## src/rtl/lab2_pkg.sv

```systemverilog
// lab2_pkg: shared types and widths for the lab2 checker slice.
//   state_t             checker FSM states
//   DEFAULT_TRUTH_TABLE expected z per index x (bit i = f(x=i))
//   *_W                 index, table, error-count and sample-counter widths
package lab2_pkg;

    localparam int unsigned IDX_W = 3;
    localparam int unsigned TBL_W = 8;
    localparam int unsigned ERR_W = 4;
    localparam int unsigned CNT_W = 8;

    localparam logic [TBL_W-1:0] DEFAULT_TRUTH_TABLE = 8'b00111001;
    localparam logic [ERR_W-1:0] ERR_MAX             = '1;

    typedef enum logic [1:0] {
        IDLE,
        ALIGN,
        CHECK,
        DONE
    } state_t;

endpackage

```

## src/rtl/lab2_delay_line.sv

```systemverilog
// lab2_delay_line: DELAY-stage shift register for the 3-bit vector index.
//   clock  rising-edge clock
//   reset  synchronous active-high reset, clears every stage
//   x      index from the generator
//   x_d    x delayed by DELAY cycles (x itself when DELAY=0)
module lab2_delay_line
    import lab2_pkg::*;
#(
    parameter int unsigned DELAY = 2
) (
    input  logic             clock,
    input  logic             reset,
    input  logic [IDX_W-1:0] x,
    output logic [IDX_W-1:0] x_d
);

    if (DELAY == 0) begin : g_pass
        logic unused_clk_rst;
        assign unused_clk_rst = clock ^ reset;
        assign x_d            = x;
    end else begin : g_shift
        logic [IDX_W-1:0] stage [DELAY];

        always_ff @(posedge clock) begin
            if (reset) begin
                for (int unsigned i = 0; i < DELAY; i++) stage[i] <= '0;
            end else begin
                stage[0] <= x;
                for (int unsigned i = 1; i < DELAY; i++) stage[i] <= stage[i-1];
            end
        end

        assign x_d = stage[DELAY-1];
    end

endmodule

```

## config.mk

```make
export PLATFORM = sky130hd
export DESIGN_NAME = lab2_delay_line
export DESIGN_NICKNAME = d
export VERILOG_FILES = /design/src/rtl/lab2_pkg.sv /design/src/rtl/lab2_delay_line.sv
export SDC_FILE = /design/constraint.sdc
export NUM_CORES = 1
export LEC_CHECK = 0
export CAP_MARGIN = 20
export CORE_AREA = 3 3 40 42
export CTS_CLUSTER_DIAMETER = 80
export CTS_CLUSTER_SIZE = 24
export DETAILED_ROUTE_END_ITERATION = 10
export DIE_AREA = 0 0 43 45
export HOLD_SLACK_MARGIN = 0.02
export PLACE_DENSITY = 0.41
export SLEW_MARGIN = 20
export SYNTH_ARGS = -nofsm -noshare
export SYNTH_HDL_FRONTEND = slang
export SYNTH_SLANG_ARGS = --single-unit
```

## constraint.sdc

```tcl
create_clock -name clock -period 0.8 [get_ports clock]
set_input_delay 0.16 -clock clock [delete_from_list [all_inputs] [get_ports clock]]
set_output_delay 0.16 -clock clock [all_outputs]
set_load 0.05 [all_outputs]
```

# --- Word level (Yosys, flattened, before mapping) ---
# Memory sizes are Yosys's and may differ from the RTL's.
# Index checks and enable logic that the tools add are counted.
classes:
  mux: 5
  bitwise: 2
ops:
  columns: ["op", "count"]
  rows:
  - ["$mux 3", 2]
  - ["$mux 1", 3]
  - ["$or 1x1->1", 2]
word_totals:
  reg_bits: 0
  ram_bits: 6
  in_bits: 5
  out_inout_bits: 3
  wordCells: 8
  memories: 1
mem_list:
  columns: ["name", "words", "width", "read_ports", "rd_clocked_by_memory_dff", "write_ports", "line", "rtl"]
  rows:
  - ["g_shift.stage", 2, 3, 2, 0, 2, "lab2_delay_line.sv:22", "logic [IDX_W-1:0] stage [DELAY];"]

# --- Depth between registers and ports, before layout ---
logic_depth:
  depth_word: 3
  ltp_mapped: 1
  mapped_depth_nobuf: 1

# --- Least setup slack after synthesis ---
# Ideal clock, no wire load.
synth_timing:
  kind: "reg2out"
  from: "memory g_shift.stage[1][0] (netlist: g_shift.stage[0][3])"
  to: "output port x_d[0]"
  arrival_ns: 0.465
  path_slack_ns: 0.175
  stages_incl_launch_ff: 2
  n_path_buf: 1
  cell_sequence: "dfxtp_1 -> buf_4"
synth_rtl:
  columns: ["element", "line", "rtl"]
  rows:
  - ["start, declared", "lab2_delay_line.sv:22", null]
  - ["end, declared", "lab2_delay_line.sv:14", "output logic [IDX_W-1:0] x_d"]

==> results.yml <==
status:
  status: "complete, but fails checks"
  violations: "negative setup slack"
worst_setup_path:
  crit_slowest_cell: "dfxtp_2"
  path_max_fanout: 1
  crit_start: "g_shift.stage[0][4]"
  crit_required_ns: 0.64
  crit_family: "flip-flops"
  path_cells: "buf_12"
  worst-path-buf-inv: 1
  reg2reg_from: "g_shift.stage[0][1]"
  end_kind: "primary output"
  start_kind: "flip-flop"
  slowest_delay_ns: 0.33
  crit_type: "flip-flop to primary output"
  arrival_ns: 0.70
timing:
  tightestPinTransition_ns: 0.197
  setup_ws_ns: -0.0551
  rsz0062_at_grt: "yes"
  slew_headroom: 0.868
  finalCriticalPeriod_ns: 0.855
  skew_ns: 0.000691
  fmax_mhz: 1170
  final-hold-violation-count: 0
  fin_crit_sh: 1.07
  drv_slew: 0
  setup-violations-final: 3
  holdWs_ns: 0.430
min_path:
  min_path_type: "flip-flop to flip-flop"
  holdCritStartpoint: "g_shift.stage[0][2]"
placement:
  port_buffers: 7
  place_area_um2: 277
  gp_congestion: 0.594
global_routing:
  grt_pass1_vias: 87
  grt_pass1_wl_um: 324
  grt_antenna_before_repair: 0
  grt_start_max_net_pins: 7
  grt-ovfl-total: 0
  grtUsageTotal: 0.0301
clock_tree:
  htree_levels: 1
  worst_skew_pair.late_latency_ns: 0.23
  cts.root.buffer_cell: "clkbuf_4"
  clk_pin_slew_ns: 0.04
  cts.path.max_buffers: 2
  cts_inserted_buffers: 3
  cts_tree: "done"
  cts.sinks: 6
  hold_buffers: 0
logic_synthesis:
  synth_seq_area_share: 0.667
  ys_ff_latch: 6
  synth_warnings: 0
  avgSynthCellArea_um2: 12.0
  synth_cell_types: 3
  synth_fp_nets: 20
  synth_cells: 15
  netlist_area_um2: 180
pwr:
  ir_worst_vdd_mv: 0.926
  power_density_nw_per_um2: 2170
  leakagePower_nw: 0.119
  p_total_mw: 0.657
routing:
  first_pass_iters: 2
  drt_iter0_markers: 1
  post_drt_wl_per_cell_um: 5.68
  drc_errors: 0
  ant_nets: 0
  drt_wl_total_um: 210
  num_vias: 106
  viasPerCell: 2.86
final_layout:
  regMostFlops: "g_shift.stage"
  largest_reg_flops: 6
  nets: 29
  area_delta_synth_final_pct: 68.1
  top_regs: "g_shift.stage x6"
  n_antenna_cell: 0
  drive_gt1_frac: 0.409
  design_area_um2: 303
  nFillCells: 140
die:
  rows: 13
  die-area_um2: 1940
  fp.coreArea_um2: 1280
  dieWidth_um: 43
  start_util: 0.140
  fp.dieH_um: 45
  ios: 8
job:
  max_cap_violations: 0
==> power breakdown <==
| group | total [mW] | internal (mW) | leakage [nW] | switching [mW] |
|---|---|---|---|---|
| logic | 0.0767 | 0.0460 | 0.0542 | 0.0307 |
| registers | 0.322 | 0.316 | 0.0508 | 0.00583 |
| clock network | 0.259 | 0.168 | 0.0138 | 0.0901 |
==> cells in the mapped netlist <==
cell type | count | area (um2)
nor2b_1 | 6 | 37.5
dfxtp_1 | 6 | 120
buf_4 | 3 | 22.5
==> path summary, 6_finish.rpt <==
path                          to  slack [ns]  cells past startpoint
max                       x_d[1]       -0.06                      1
min          g_shift.stage[0][5]        0.43                      1
max reg2reg  g_shift.stage[0][4]        0.29                      1
min reg2reg  g_shift.stage[0][5]        0.43                      1
==> through the flow <==
step	std cells	TNS (ns)	worst slack [ns]	utilization
global placement	34	-0.605	-0.102	0.215
detailed placement	34	-0.724	-0.128	0.215
global route	37	-0.226	-0.0765	0.236
floorplan	15	0	0.175	-
finish	37	-0.161	-0.0551	0.236
CTS	37	-0.199	-0.0693	0.236
==> cell families (layout without fill, tap and decap cells) <==
family	after synthesis	after routing	synth area share
simple gates	6	6	0.208
buf+inv	3	10	0.125
flops	6	6	0.667
==> cell usage in the layout, fill, tap and decap left out <==
master / Yosys / final
nor2b_1: 6 / 6
clkdlybuf4s50_1: 0 / 4
clkbuf_4: 0 / 3
dfxtp_1: 6 / 3
dfxtp_2: 0 / 3
buf_12: 0 / 3
==> per-layer routing <==
layer | GRT usage | vias up | wire length, um
li1 | - | 57 | -
met2 | 0.0299 | 10 | 73
met5 | 0 | - | 0
met4 | 0.0181 | 0 | 0
met3 | 0.0677 | 0 | 69
met1 | 0.0146 | 39 | 67
==> layout make-up <==
cell class | count | area (um2) | area share
repair buffers | 7 | 100 | 0.331
multi-input cells | 6 | 37.5 | 0.124
flip-flops and latches | 6 | 124 | 0.409
clock buffers | 3 | 22.5 | 0.0744
well taps | 15 | 18.8 | 0.0620
==> what timing repair did <==
item / CTS / global route
gates cloned: 0 / 0
setup buffers: 0 / 0
endpoints found under the setup margin: 3 / 3
gates resized for setup: 3 / 0
(Power assumes the default switching activity.)
